File: src/rtl/fetch_stage_pkg.sv
// Shared definitions for the IF stage: FSM state encoding, default
// reset PC, bubble instruction and HLT opcode, plus the HLT decode helper.
package fetch_stage_pkg;

  typedef enum logic [1:0] {
    FETCH     = 2'b00,
    MISS_WAIT = 2'b01,
    HALTED    = 2'b10
  } fetch_state_t;

  localparam logic [15:0] DEF_RESET_PC    = 16'h0000;
  localparam logic [15:0] DEF_NOP_INSTR   = 16'h0000;
  localparam logic [3:0]  DEF_HALT_OPCODE = 4'hF;

  // True when the instruction word carries the HLT opcode in [15:12].
  function automatic logic is_halt(input logic [15:0] instr, input logic [3:0] halt_op);
    return instr[15:12] == halt_op;
  endfunction

endpackage

File: src/rtl/adder_sub_16bit.sv
// 16-bit modulo adder/subtractor: sum = a + b (is_sub=0) or a - b (is_sub=1).
module adder_sub_16bit (
  input  logic [15:0] a,
  input  logic [15:0] b,
  input  logic        is_sub,
  output logic [15:0] sum
);

  // Two's-complement subtract by inverting b and injecting a carry-in.
  always_comb begin
    sum = a + (b ^ {16{is_sub}}) + {15'd0, is_sub};
  end

endmodule

File: src/rtl/fetch_stage.sv
// IF stage of the 16-bit five-stage pipeline: PC register, I-memory read
// port, IF/ID register, miss handling with deferred redirect, HLT stop.
// Optional build macro FETCH_PERF_CNT_EN adds saturating perf counters
// perf_fetch_cnt (valid IF/ID writes) and perf_miss_cyc (MISS_WAIT cycles).
module fetch_stage
  import fetch_stage_pkg::*;
#(
  parameter logic [15:0] RESET_PC    = DEF_RESET_PC,
  parameter logic [15:0] NOP_INSTR   = DEF_NOP_INSTR,
  parameter logic [3:0]  HALT_OPCODE = DEF_HALT_OPCODE
) (
  input  logic        clk,
  input  logic        rst_n,
  input  logic        stall_if,
  input  logic        branch_taken,
  input  logic [15:0] branch_target,
  output logic        imem_rd_en,
  output logic [15:0] imem_addr,
  input  logic [15:0] imem_data,
  input  logic        imem_ready,
  output logic [15:0] pc_out,
  output logic [15:0] if_id_instr,
  output logic [15:0] if_id_pc,
  output logic [15:0] if_id_pc_plus2,
  output logic        if_id_valid,
  output logic        halted
`ifdef FETCH_PERF_CNT_EN
  ,
  output logic [15:0] perf_fetch_cnt,
  output logic [15:0] perf_miss_cyc
`endif
);

  fetch_state_t state_q, state_d;
  logic [15:0]  pc_q, pc_d, pc_plus2;
  logic         pend_valid_q, pend_valid_d;
  logic [15:0]  pend_target_q, pend_target_d;
  logic         ifid_capture, ifid_bubble;

  adder_sub_16bit u_pc_inc (
    .a      (pc_q),
    .b      (16'd2),
    .is_sub (1'b0),
    .sum    (pc_plus2)
  );

  assign pc_out     = pc_q;
  assign imem_addr  = pc_q;
  assign imem_rd_en = (state_q != HALTED);
  assign halted     = (state_q == HALTED);

  // Next-state, next-PC, pending-redirect and IF/ID load decisions.
  always_comb begin
    // NOTE: every output of this block gets a default first so no path can infer a latch.
    state_d       = state_q;
    pc_d          = pc_q;
    pend_valid_d  = pend_valid_q;
    pend_target_d = pend_target_q;
    ifid_capture  = 1'b0;
    ifid_bubble   = 1'b0;
    unique case (state_q)
      FETCH: begin
        if (branch_taken) begin
          pc_d        = branch_target;
          ifid_bubble = 1'b1;
        end else if (stall_if) begin
          // Hold everything; the same PC is presented again next cycle.
        end else if (imem_ready) begin
          ifid_capture = 1'b1;
          if (is_halt(imem_data, HALT_OPCODE)) state_d = HALTED;
          else                                 pc_d    = pc_plus2;
        end else begin
          ifid_bubble = 1'b1;
          state_d     = MISS_WAIT;
        end
      end
      MISS_WAIT: begin
        ifid_bubble = !stall_if;
        // A redirect during a miss is deferred; the newest target wins.
        if (branch_taken) begin
          pend_valid_d  = 1'b1;
          pend_target_d = branch_target;
        end
        if (imem_ready) begin
          if (pend_valid_d) begin
            pc_d         = pend_target_d;
            pend_valid_d = 1'b0;
            state_d      = FETCH;
          end else if (stall_if) begin
            state_d = FETCH;
          end else begin
            ifid_bubble  = 1'b0;
            ifid_capture = 1'b1;
            if (is_halt(imem_data, HALT_OPCODE)) state_d = HALTED;
            else begin
              pc_d    = pc_plus2;
              state_d = FETCH;
            end
          end
        end
      end
      HALTED: begin
        ifid_bubble = !stall_if;
        // An older branch squashes the HLT and restarts fetch.
        if (branch_taken) begin
          pc_d    = branch_target;
          state_d = FETCH;
        end
      end
      default: state_d = FETCH;
    endcase
  end

  // FSM state, PC and pending-redirect registers.
  always_ff @(posedge clk or negedge rst_n) begin
    if (!rst_n) begin
      state_q       <= FETCH;
      pc_q          <= RESET_PC;
      pend_valid_q  <= 1'b0;
      pend_target_q <= 16'h0000;
    end else begin
      // NOTE: state registers use non-blocking assignment so all flops update together at the edge.
      state_q       <= state_d;
      pc_q          <= pc_d;
      pend_valid_q  <= pend_valid_d;
      pend_target_q <= pend_target_d;
    end
  end

  // IF/ID pipeline register: capture, bubble, or hold.
  always_ff @(posedge clk or negedge rst_n) begin
    if (!rst_n) begin
      if_id_instr    <= NOP_INSTR;
      if_id_pc       <= 16'h0000;
      if_id_pc_plus2 <= 16'h0000;
      if_id_valid    <= 1'b0;
    end else if (ifid_capture) begin
      if_id_instr    <= imem_data;
      if_id_pc       <= pc_q;
      if_id_pc_plus2 <= pc_plus2;
      if_id_valid    <= 1'b1;
    end else if (ifid_bubble) begin
      if_id_instr    <= NOP_INSTR;
      if_id_pc       <= 16'h0000;
      if_id_pc_plus2 <= 16'h0000;
      if_id_valid    <= 1'b0;
    end
  end

`ifdef FETCH_PERF_CNT_EN
  // Saturating counters: valid IF/ID writes and cycles spent in MISS_WAIT.
  always_ff @(posedge clk or negedge rst_n) begin
    if (!rst_n) begin
      perf_fetch_cnt <= 16'h0000;
      perf_miss_cyc  <= 16'h0000;
    end else begin
      if (ifid_capture && perf_fetch_cnt != 16'hFFFF)
        perf_fetch_cnt <= perf_fetch_cnt + 16'd1;
      if (state_q == MISS_WAIT && perf_miss_cyc != 16'hFFFF)
        perf_miss_cyc <= perf_miss_cyc + 16'd1;
    end
  end
`endif

endmodule

File: config.mk
export PLATFORM = sky130hd
export DESIGN_NAME = fetch_stage
export DESIGN_NICKNAME = d
export VERILOG_FILES = /design/src/rtl/fetch_stage_pkg.sv /design/src/rtl/adder_sub_16bit.sv /design/src/rtl/fetch_stage.sv
export SDC_FILE = /design/constraint.sdc
export NUM_CORES = 1
export LEC_CHECK = 0
export CAP_MARGIN = 25
export CORE_MARGIN = 4
export CORE_UTILIZATION = 56
export CTS_CLUSTER_DIAMETER = 120
export DETAILED_ROUTE_END_ITERATION = 7
export GPL_ROUTABILITY_DRIVEN = 0
export HOLD_SLACK_MARGIN = 0.06
export PLACE_DENSITY = 0.89
export SLEW_MARGIN = 20
export SYNTH_ARGS = -nofsm -noshare
export SYNTH_HDL_FRONTEND = slang
export SYNTH_HIERARCHICAL = 1
export SYNTH_SLANG_ARGS = --single-unit
File: constraint.sdc
create_clock -name clk -period 5.7 [get_ports clk]
set_input_delay 1.14 -clock clk [delete_from_list [all_inputs] [get_ports clk]]
set_output_delay 1.14 -clock clk [all_outputs]
set_load 0.01 [all_outputs]
==> results.sh, run 1 <==
export IMPL_yosysTopAreaCellShare=0.378
export IMPL_dp_final_hpwl_mm=10.9
export IMPL_vias_per_cell=6.32
export IMPL_synth_edf_count=0
export IMPL_critPathCaptureType="flop"
export IMPL_crit_path_cell_trace="clkdlybuf4s50_1 > buf_4 > inv_2 > a311o_1 > or2_1 > o41ai_1"
export IMPL_dpl_instance_area_mm2=0.00670
export IMPL_async_flop_share=1.00
export IMPL_hold_path_depth=1
export IMPL_skew_ns=0.0125
export IMPL_synthCells=606
export IMPL_final_period_minus_worst_setup_slack_ns=3.67
export IMPL_route_met3_wl_mm=1.23
export IMPL_relSlewSlack=0.421
export IMPL_port_buffers=119
export IMPL_worst_slew_pin_transition_ns=0.869
export IMPL_synth_unique_cells=54
export IMPL_setup_violations_final=0
export IMPL_fmax_mhz=273
export IMPL_synthesis_area_mm2=0.00557
export IMPL_syn2layout_area_growth_pct=24.7
export IMPL_result_of_the_run="completed"
export IMPL_seq_area_mm2=0.00210
export IMPL_reg_clk_slew_reported_paths_ns=0.09
export IMPL_numCtsBuffers=9
export IMPL_std_cell_core_area_mm2=0.00973
export IMPL_worst_r2r_path_depth=9
export IMPL_post_cts_setup_buffers=0
export IMPL_cts_tree="yes"
export IMPL_drt_met1_wl_mm=6.38
export IMPL_critical_path_max_stage_delay_ns=0.59
export IMPL_startpoint_type="input pin"
export IMPL_floorplan_die_height_um=108
export IMPL_seq_area_frac_synth=0.378
export IMPL_antenna_left=0
export IMPL_path_class="in -> reg"
export IMPL_dr_first_iter_drc_count=501
export IMPL_antenna_found_initial=0
export IMPL_routed_via_count=5256
export IMPL_clock_tree_buffer_depth=2
export IMPL_synth_area_leader_cell="sky130_fd_sc_hd__dfrtp_1"
export IMPL_grt_setup_unrepaired="no"
export IMPL_cts_hold_buf=0
export IMPL_firstDrtPassIters=5
export IMPL_hold_path_class="reg -> reg"
export IMPL_cts_root_buffer_cell="sky130_fd_sc_hd__clkbuf_8"
export IMPL_highest_signal_layer="met4"
export IMPL_cts_sink_count=84
export IMPL_critical_path_slowest_cell="sky130_fd_sc_hd__or2_1"
export IMPL_dieWidth_um=108
export IMPL_power_density_mw_per_mm2=542
export IMPL_cts_max_level=3
export IMPL_syn_area_per_cell_um2=9.19
export IMPL_post_route_period_util=0.643
export IMPL_critical_path_max_fanout=57
export IMPL_dr_wl_met2_mm=7.76
export IMPL_boundaryPins=120
export IMPL_max_vdd_ir_drop_mv=0.285
export IMPL_antennaDiodeCount=0
export IMPL_rows=36
export IMPL_nets=752
export IMPL_postRouteWirelength_mm=16.1
export IMPL_grt_resource_usage_total=0.281
export IMPL_via_count_of_the_first_global_routing_pass=5134
export IMPL_grt_ovfl_total=0
export IMPL_post_detailed_route_wirelength_per_cell_um=19.4
export IMPL_multiInputGateArea_mm2=0.00299
export IMPL_synth_ff_latch_count=84
export IMPL_design_die_area_mm2=0.0116
export IMPL_fraction_of_layout_cells_with_a_size_suffix_above_1=0.0758
export IMPL_clk_latency_ns=0.38
export IMPL_filler_cell_count=747
export IMPL_stdcell_area_mm2=0.00694
export IMPL_synth_yosys_warnings=6
export IMPL_cellLeakagePower_nw=2.98
export IMPL_worst_endpoint_data_arrival_time_ns=3.93
export IMPL_critPathRequiredTime_ns=5.96
export IMPL_ys_dominant_reg_cell="sky130_fd_sc_hd__dfrtp_1"
export IMPL_route_detailed_drc=0
export IMPL_finalHoldViolations=0
export IMPL_ctsResizeCount=0
export IMPL_post_synth_main_area_contributors="sky130_fd_sc_hd__dfrtp_1 38%, sky130_fd_sc_hd__o31ai_1 7.6%, sky130_fd_sc_hd__ha_1 4.5%"
export IMPL_global_route_wire_length_before_repair_mm=26.0
export IMPL_grt_max_degree=85
export IMPL_totalNegativeSetupSlack_ns=0
export IMPL_maxCapViolations=0
export IMPL_start_util=0.572
export IMPL_slew_viol_final=0
[cells in the final DEF (no fill, tap or decap), drive strengths merged, types with 16 or more instances in the layout]
cell | netlist | layout
dfrtp | 84 | 84
mux2 | 16 | 16
inv | 57 | 60
conb | 2 | 18
nand2 | 66 | 66
a21oi | 20 | 20
o21ai | 26 | 26
ha | 20 | 20
clkdlybuf4s50 | 0 | 118
xor2 | 24 | 24
o41ai | 22 | 22
o31ai | 56 | 56
[registers in the layout (all words and copies together), names as in the netlist]
| signal | count |
|---|---|
| pend_target_q | 16 |
| if_id_pc | 16 |
| state_q | 2 |
| if_id_valid | 1 |
| if_id_instr | 16 |
| imem_addr | 16 |
| if_id_pc_plus2 | 16 |
| pend_valid_q | 1 |
[cell type report]
class | count | share of cell area
Clock buffer | 10 | 0.0198
Clock inverter | 6 | 0.0101
Inverter | 57 | 0.0308
Multi-Input combinational cell | 417 | 0.431
Sequential cell | 84 | 0.303
Tap cell | 133 | 0.0240
Timing Repair Buffer | 125 | 0.181
[cells in the mapped netlist, types with 3 or more instances]
library cell,instances
sky130_fd_sc_hd__nor2_1,6
sky130_fd_sc_hd__o21ai_0,26
sky130_fd_sc_hd__a31oi_1,6
sky130_fd_sc_hd__inv_1,56
sky130_fd_sc_hd__o311a_1,5
sky130_fd_sc_hd__or4_1,11
sky130_fd_sc_hd__mux2i_1,11
sky130_fd_sc_hd__a21oi_1,20
sky130_fd_sc_hd__ha_1,20
sky130_fd_sc_hd__o31ai_1,56
sky130_fd_sc_hd__nand2b_1,5
sky130_fd_sc_hd__o41ai_2,5
sky130_fd_sc_hd__nor3_1,12
sky130_fd_sc_hd__xnor2_1,7
sky130_fd_sc_hd__nor2b_1,3
sky130_fd_sc_hd__xor2_1,24
sky130_fd_sc_hd__buf_4,18
sky130_fd_sc_hd__dfrtp_1,84
sky130_fd_sc_hd__a22oi_1,12
sky130_fd_sc_hd__a211oi_1,3
sky130_fd_sc_hd__buf_2,14
sky130_fd_sc_hd__o41ai_1,17
sky130_fd_sc_hd__mux2_2,16
sky130_fd_sc_hd__o21bai_1,5
sky130_fd_sc_hd__or3_1,10
sky130_fd_sc_hd__o211ai_1,6
sky130_fd_sc_hd__nor4_1,12
sky130_fd_sc_hd__nand2_1,66
sky130_fd_sc_hd__o211a_1,12
sky130_fd_sc_hd__clkbuf_1,29
[cell families (layout without fill, tap and decap cells)]
| family | Yosys count | in the layout | synth area share |
|---|---|---|---|
| compound gates | 185 | 185 | 0.251 |
| buf+inv | 121 | 198 | 0.0998 |
| simple gates | 134 | 134 | 0.119 |
| mux | 28 | 28 | 0.0546 |
| flops | 84 | 84 | 0.378 |
| xor+xnor | 31 | 31 | 0.0488 |
| fa+ha+maj | 21 | 21 | 0.0486 |
| other cells | 2 | 18 | 0.00135 |
[where the power goes]
part	switching (mW)	internal (mW)
Clock	0.242	0.219
Combinational	1.21	1.01
Sequential	0.270	0.815
[routing by layer]
metal,track usage,vias to the layer above
li1,-,2360
met3,0.0534,63
met5,0,-
met4,0.155,0
met2,0.450,306
met1,0.356,2527
[final timing paths]
kind                       slack, ns                           end                          from
hold / removal                  0.51  pend_target_q[6]$_DFFE_PN0P_  pend_target_q[6]$_DFFE_PN0P_
max in group asynchronous       4.36    if_id_instr[9]$_DFFE_PN0P_                         rst_n
setup / recovery                2.03     imem_addr[12]$_DFFE_PN0P_                  branch_taken
setup reg to reg                2.73     imem_addr[14]$_DFFE_PN0P_      imem_addr[1]$_DFFE_PN0P_
min in group asynchronous       0.79        state_q[0]$_DFFE_PN0P_                         rst_n
hold reg to reg                 0.51  pend_target_q[6]$_DFFE_PN0P_  pend_target_q[6]$_DFFE_PN0P_
[worst max-delay path, delay by kind of cell]
| kind | cells | cell delay [ns] |
|---|---|---|
| AOI/OAI and AO/OA | 2 | 1.03 |
| and+or+nand+nor | 1 | 0.59 |
| buffers and inverters | 3 | 1.13 |
[through the flow]
| step | util | total power, mW | hold WS [ns] | setup slack [ns] | cells |
|---|---|---|---|---|---|
| after floorplan | - | 2.47 | 0.480 | 3.19 | 622 |
| final | 0.713 | 3.77 | 0.512 | 2.03 | 832 |
| after CTS | 0.710 | 3.69 | 0.517 | 2.13 | 831 |
| after global placement | 0.689 | 3.13 | 0.489 | 1.86 | 815 |
| after global routing | 0.713 | 3.99 | 0.522 | 1.89 | 832 |
| after detailed placement | 0.689 | 3.22 | 0.496 | 1.77 | 815 |
(Power assumes the default switching activity.)
==> inputs of run 2 (changes only) <==
--- a/config.mk
+++ b/config.mk
@@ -7,12 +7,12 @@
 export LEC_CHECK = 0
 export CAP_MARGIN = 25
 export CORE_MARGIN = 4
-export CORE_UTILIZATION = 56
+export CORE_UTILIZATION = 52
 export CTS_CLUSTER_DIAMETER = 120
 export DETAILED_ROUTE_END_ITERATION = 7
 export GPL_ROUTABILITY_DRIVEN = 0
 export HOLD_SLACK_MARGIN = 0.06
-export PLACE_DENSITY = 0.89
+export PLACE_DENSITY = 0.84
 export SLEW_MARGIN = 20
 export SYNTH_ARGS = -nofsm -noshare
 export SYNTH_HDL_FRONTEND = slang
==> constraint.sdc (replaced) <==
create_clock -name clk -period 3.5 [get_ports clk]
set_input_delay 0.7 -clock clk [delete_from_list [all_inputs] [get_ports clk]]
set_output_delay 0.7 -clock clk [all_outputs]
set_load 0.01 [all_outputs]
==> results.sh, run 2 (synthesis gave the netlist of run 1 again) <==
export IMPL_reg2reg_to="imem_addr[12]$_DFFE_PN0P_"
export IMPL_layout_setup_ws_ns=0.629
export IMPL_dpl_instance_area_mm2=0.00674
export IMPL_maxCapViolations=0
export IMPL_cts_sink_count=84
export IMPL_fmax_mhz=348
export IMPL_cts_hold_buf=0
export IMPL_firstDrtPassIters=6
export IMPL_worst_slew_pin_transition_ns=0.867
export IMPL_start_util=0.537
export IMPL_grt_resource_usage_total=0.257
export IMPL_via_count_of_the_first_global_routing_pass=5219
export IMPL_fraction_of_layout_cells_with_a_size_suffix_above_1=0.0798
export IMPL_nets=755
export IMPL_routed_via_count=5182
export IMPL_boundaryPins=120
export IMPL_grt_max_degree=85
export IMPL_worst_r2r_path_depth=6
export IMPL_stdcell_area_mm2=0.00697
export IMPL_critical_path_max_fanout=17
export IMPL_post_route_period_util=0.820
export IMPL_clock_tree_buffer_depth=2
export IMPL_regToRegSetupSlack_ns=0.63
export IMPL_hold_path_class="in -> async"
export IMPL_dieWidth_um=111
export IMPL_utilization=0.672
export IMPL_max_vdd_ir_drop_mv=0.567
export IMPL_ctsResizeCount=0
export IMPL_clk_latency_ns=0.36
export IMPL_syn2layout_area_growth_pct=25.2
export IMPL_cellLeakagePower_nw=2.99
export IMPL_cts_max_level=3
export IMPL_dr_first_iter_drc_count=487
export IMPL_final_hold_worst_slack_ns=0.383
export IMPL_startpoint_type="flop"
export IMPL_critPathRequiredTime_ns=3.71
export IMPL_floorplan_die_height_um=111
export IMPL_grt_ovfl_total=0
export IMPL_antenna_left=0
export IMPL_result_of_the_run="completed"
export IMPL_antenna_found_initial=0
export IMPL_postRouteWirelength_mm=16.1
export IMPL_path_class="reg -> reg"
export IMPL_worst_endpoint_data_arrival_time_ns=3.08
export IMPL_setup_violations_final=0
export IMPL_std_cell_core_area_mm2=0.0104
export IMPL_design_die_area_mm2=0.0124
export IMPL_skew_ns=0.0110
export IMPL_slew_viol_final=0
export IMPL_antennaDiodeCount=0
export IMPL_post_detailed_route_wirelength_per_cell_um=19.2
export IMPL_port_buffers=119
export IMPL_reg_clk_slew_reported_paths_ns=0.09
export IMPL_layout_cells_most_common_list="118 x sky130_fd_sc_hd__clkdlybuf4s50_1, 84 x sky130_fd_sc_hd__dfrtp_1, 66 x sky130_fd_sc_hd__nand2_1, 56 x sky130_fd_sc_hd__inv_1, 56 x sky130_fd_sc_hd__o31ai_1"
export IMPL_route_detailed_drc=0
export IMPL_power_density_mw_per_mm2=892
export IMPL_rows=37
export IMPL_dpl_worst_slack_ns=0.431
export IMPL_grt_setup_unrepaired="no"
export IMPL_final_period_minus_worst_setup_slack_ns=2.87
export IMPL_post_cts_setup_buffers=0
export IMPL_totalNegativeSetupSlack_ns=0
export IMPL_finalHoldViolations=0
export IMPL_cts_root_buffer_cell="sky130_fd_sc_hd__clkbuf_8"
export IMPL_r2r_start="state_q[1]$_DFFE_PN0P_"
export IMPL_dp_final_hpwl_mm=11.1
export IMPL_cts_tree="yes"
export IMPL_vias_per_cell=6.18
export IMPL_numCtsBuffers=9
export IMPL_relSlewSlack=0.422
export IMPL_global_route_wire_length_before_repair_mm=26.5
export IMPL_final_common_cell="sky130_fd_sc_hd__clkdlybuf4s50_1"
export IMPL_critPathCaptureType="flop"
==> run 2: worst max-delay path by stage <==
stage          cells past startpoint                   endpoint  slack (ns)                     start
6_report                           6  imem_addr[12]$_DFFE_PN0P_        0.63    state_q[1]$_DFFE_PN0P_
5_1_grt                            9  imem_addr[14]$_DFFE_PN0P_        0.49  imem_addr[2]$_DFFE_PN0P_
4_1_cts                            9  imem_addr[14]$_DFFE_PN0P_        0.73  imem_addr[2]$_DFFE_PN0P_
3_5_place_dp                       5  imem_addr[12]$_DFFE_PN0P_        0.43                imem_ready
3_3_place_gp                       5   imem_addr[1]$_DFFE_PN0P_        0.52              branch_taken
2_1_floorplan                      9   imem_addr[8]$_DFFE_PN0P_        0.99  imem_addr[1]$_DFFE_PN0P_
==> run 2: cell type report <==
cell class / count / area (um2)
flip-flops and latches: 84 / 2100
multi-input cells: 417 / 2990
clock buffers: 9 / 124
fillers: 819 / 3400
well taps: 136 / 170
clock inverters: 7 / 104
repair buffers: 128 / 1260
inverters: 57 / 214
==> run 2: critical path, cell delays in order (launching register included) <==
cell                      delay (ns)
sky130_fd_sc_hd__dfrtp_1        0.46
sky130_fd_sc_hd__inv_1          0.11
sky130_fd_sc_hd__ha_1           0.44
sky130_fd_sc_hd__nor2b_1        0.26
sky130_fd_sc_hd__a311o_1        0.55
sky130_fd_sc_hd__or2_1          0.71
sky130_fd_sc_hd__o41ai_1        0.21
==> run 2: metrics by stage <==
stage,power (mW),instances
finish,6.21,838
global route,6.58,838
CTS,6.12,838
detailed placement,5.30,822
global placement,5.16,822
floorplan,4.02,622
==> run 2: per-layer routing <==
metal / routed length, um / track usage
met4: 548 / 0.106
met1: 6510 / 0.331
met2: 7830 / 0.429
met3: 1200 / 0.0462
met5: 0 / 0
==> run 2: power by group <==
group,switching (mW),internal [mW]
clock network,0.394,0.412
logic,2.01,1.66
registers,0.411,1.33
total,2.81,3.40
==> inputs of run 3 (changes only) <==
==> constraint.sdc (replaced) <==
create_clock -name clk -period 3 [get_ports clk]
set_input_delay 0.6 -clock clk [delete_from_list [all_inputs] [get_ports clk]]
set_output_delay 0.6 -clock clk [all_outputs]
set_load 0.01 [all_outputs]
==> results.sh, run 3 (synthesis gave the netlist of run 1 again) <==
export IMPL_result_of_the_run="completed"
export IMPL_grt_setup_unrepaired="no"
export IMPL_place_inst=834
export IMPL_clock_tree_buffer_depth=2
export IMPL_clock_power_share=0.138
export IMPL_floorplan_die_height_um=111
export IMPL_antennaDiodeCount=0
export IMPL_post_cts_setup_buffers=0
export IMPL_fmax_mhz=345
export IMPL_totalNegativeSetupSlack_ns=0
export IMPL_antenna_found_initial=0
export IMPL_start_util=0.537
export IMPL_grt_max_degree=85
export IMPL_syn2layout_area_growth_pct=27.9
export IMPL_post_detailed_route_wirelength_per_cell_um=19.0
export IMPL_max_vdd_ir_drop_mv=0.639
export IMPL_cts_root_buffer_cell="sky130_fd_sc_hd__clkbuf_8"
export IMPL_port_buffers=119
export IMPL_pwr_share_seq=0.255
export IMPL_power_density_mw_per_mm2=1060
export IMPL_critPathCaptureType="flop"
export IMPL_nets=768
export IMPL_boundaryPins=120
export IMPL_rows=37
export IMPL_power_mw=7.52
export IMPL_crit_path_cell_trace="fa_1 > a21oi_1 > o21bai_1 > a21oi_1 > o21ai_0 > xor2_1 > nor4_1 > o311a_1 > o31ai_1"
export IMPL_critical_path_slowest_cell="sky130_fd_sc_hd__fa_1"
export IMPL_dr_wl_met2_mm=7.89
export IMPL_slew_viol_final=0
export IMPL_power_report_internal_total_mw=4.20
export IMPL_firstDrtPassIters=5
export IMPL_cellLeakagePower_nw=3.08
export IMPL_startpoint_type="flop"
export IMPL_final_period_minus_worst_setup_slack_ns=2.90
export IMPL_fraction_of_layout_cells_with_a_size_suffix_above_1=0.0965
export IMPL_dr_first_iter_drc_count=450
export IMPL_via_count_of_the_first_global_routing_pass=5289
export IMPL_vias_per_cell=6.18
export IMPL_route_met3_wl_mm=1.18
export IMPL_std_cell_core_area_mm2=0.0104
export IMPL_layout_cells_most_common_list="118 x sky130_fd_sc_hd__clkdlybuf4s50_1, 84 x sky130_fd_sc_hd__dfrtp_1, 66 x sky130_fd_sc_hd__nand2_1, 56 x sky130_fd_sc_hd__inv_1, 56 x sky130_fd_sc_hd__o31ai_1"
export IMPL_sw_frac_of_total=0.442
export IMPL_postRouteWirelength_mm=16.1
export IMPL_cts_max_level=3
export IMPL_power_frac_comb=0.607
export IMPL_crit_path_frequent_cell="sky130_fd_sc_hd__a21oi_1"
export IMPL_cts_hold_buf=0
export IMPL_grt_ovfl_total=0
export IMPL_hold_path_class="in -> async"
export IMPL_ctsResizeCount=0
export IMPL_post_layout_nonfiller_instances=851
export IMPL_worst_endpoint_data_arrival_time_ns=3.16
export IMPL_cts_tree="yes"
export IMPL_switching_power_mw=3.32
export IMPL_maxCapViolations=0
export IMPL_clk_latency_ns=0.37
export IMPL_antenna_left=0
export IMPL_relSlewSlack=0.350
export IMPL_routed_via_count=5261
export IMPL_path_class="reg -> reg"
export IMPL_drt_met1_wl_mm=6.39
export IMPL_setup_violations_final=0
export IMPL_cts_sink_count=84
export IMPL_dieWidth_um=111
export IMPL_highest_signal_layer="met4"
export IMPL_numCtsBuffers=9
export IMPL_critical_path_max_stage_delay_ns=0.47
export IMPL_design_die_area_mm2=0.0124
export IMPL_route_detailed_drc=0
export IMPL_reg_clk_slew_reported_paths_ns=0.09
export IMPL_timing_critical_path_buf_inv=0
export IMPL_skew_ns=0.00861
export IMPL_final_common_cell="sky130_fd_sc_hd__clkdlybuf4s50_1"
export IMPL_worst_slew_pin_transition_ns=0.975
export IMPL_global_route_wire_length_before_repair_mm=26.7
export IMPL_dp_final_hpwl_mm=11.2
export IMPL_critPathRequiredTime_ns=3.26
export IMPL_critical_path_top_delay_family="compound AO/OA/AOI/OAI gates"
export IMPL_finalHoldViolations=0
export IMPL_grt_resource_usage_total=0.260
export IMPL_post_route_period_util=0.967
export IMPL_critical_path_max_fanout=3
[run 3: cell count changes in the layout (fill, tap and decap cells not counted), sizes merged]
cell,previous run,this run
bufinv,2,3
clkinvlp,2,0
inv,60,61
buf,10,23
[run 3: power by group through the flow]
stage	logic (mW)	clock network (mW)	registers (mW)
2_1_floorplan	2.68	0	2.01
4_1_cts	4.43	1.05	1.91
3_3_place_gp	4.25	0	1.91
5_1_grt	4.93	1.09	1.97
6_report	4.57	1.04	1.92
3_5_place_dp	4.39	0	1.93
[run 3: path summary, 6_finish.rpt]
path,from,to,slack (ns),cells past startpoint
max in group asynchronous,rst_n,if_id_pc_plus2[12]$_DFFE_PN0P_,2.20,1
min in group clk,pend_target_q[7]$_DFFE_PN0P_,pend_target_q[7]$_DFFE_PN0P_,0.52,1
worst min-delay path,rst_n,pend_valid_q$_DFFE_PN0P_,0.25,1
worst min register to register,pend_target_q[7]$_DFFE_PN0P_,pend_target_q[7]$_DFFE_PN0P_,0.52,1
worst max-delay path,imem_addr[1]$_DFFE_PN0P_,imem_addr[14]$_DFFE_PN0P_,0.1,9
worst max register to register,imem_addr[1]$_DFFE_PN0P_,imem_addr[14]$_DFFE_PN0P_,0.1,9
[run 3: final cells by class]
class / instances / area [um2]
Clock inverter: 7 / 128
Inverter: 57 / 214
Sequential cell: 84 / 2100
Multi-Input combinational cell: 417 / 2990
Clock buffer: 9 / 124
Timing Repair Buffer: 141 / 1390
Tap cell: 136 / 170
Fill cell: 798 / 3250
[run 3: routing by layer]
layer	up-vias	GRT usage
met3	67	0.0511
met2	290	0.431
met4	0	0.118
met1	2520	0.331
li1	2384	-
met5	-	0
[run 3: stage by stage]
step                      hold WS [ns]  area [um2]  setup slack (ns)  utilization
after floorplan                  0.304        5630             0.491            -
after global placement           0.489        6840             0.171        0.659
after detailed placement         0.495        6840            0.0547        0.659
after CTS                        0.458        7090             0.161        0.684
after global routing             0.340        7120            0.0167        0.687
final                            0.248        7120            0.0982        0.687
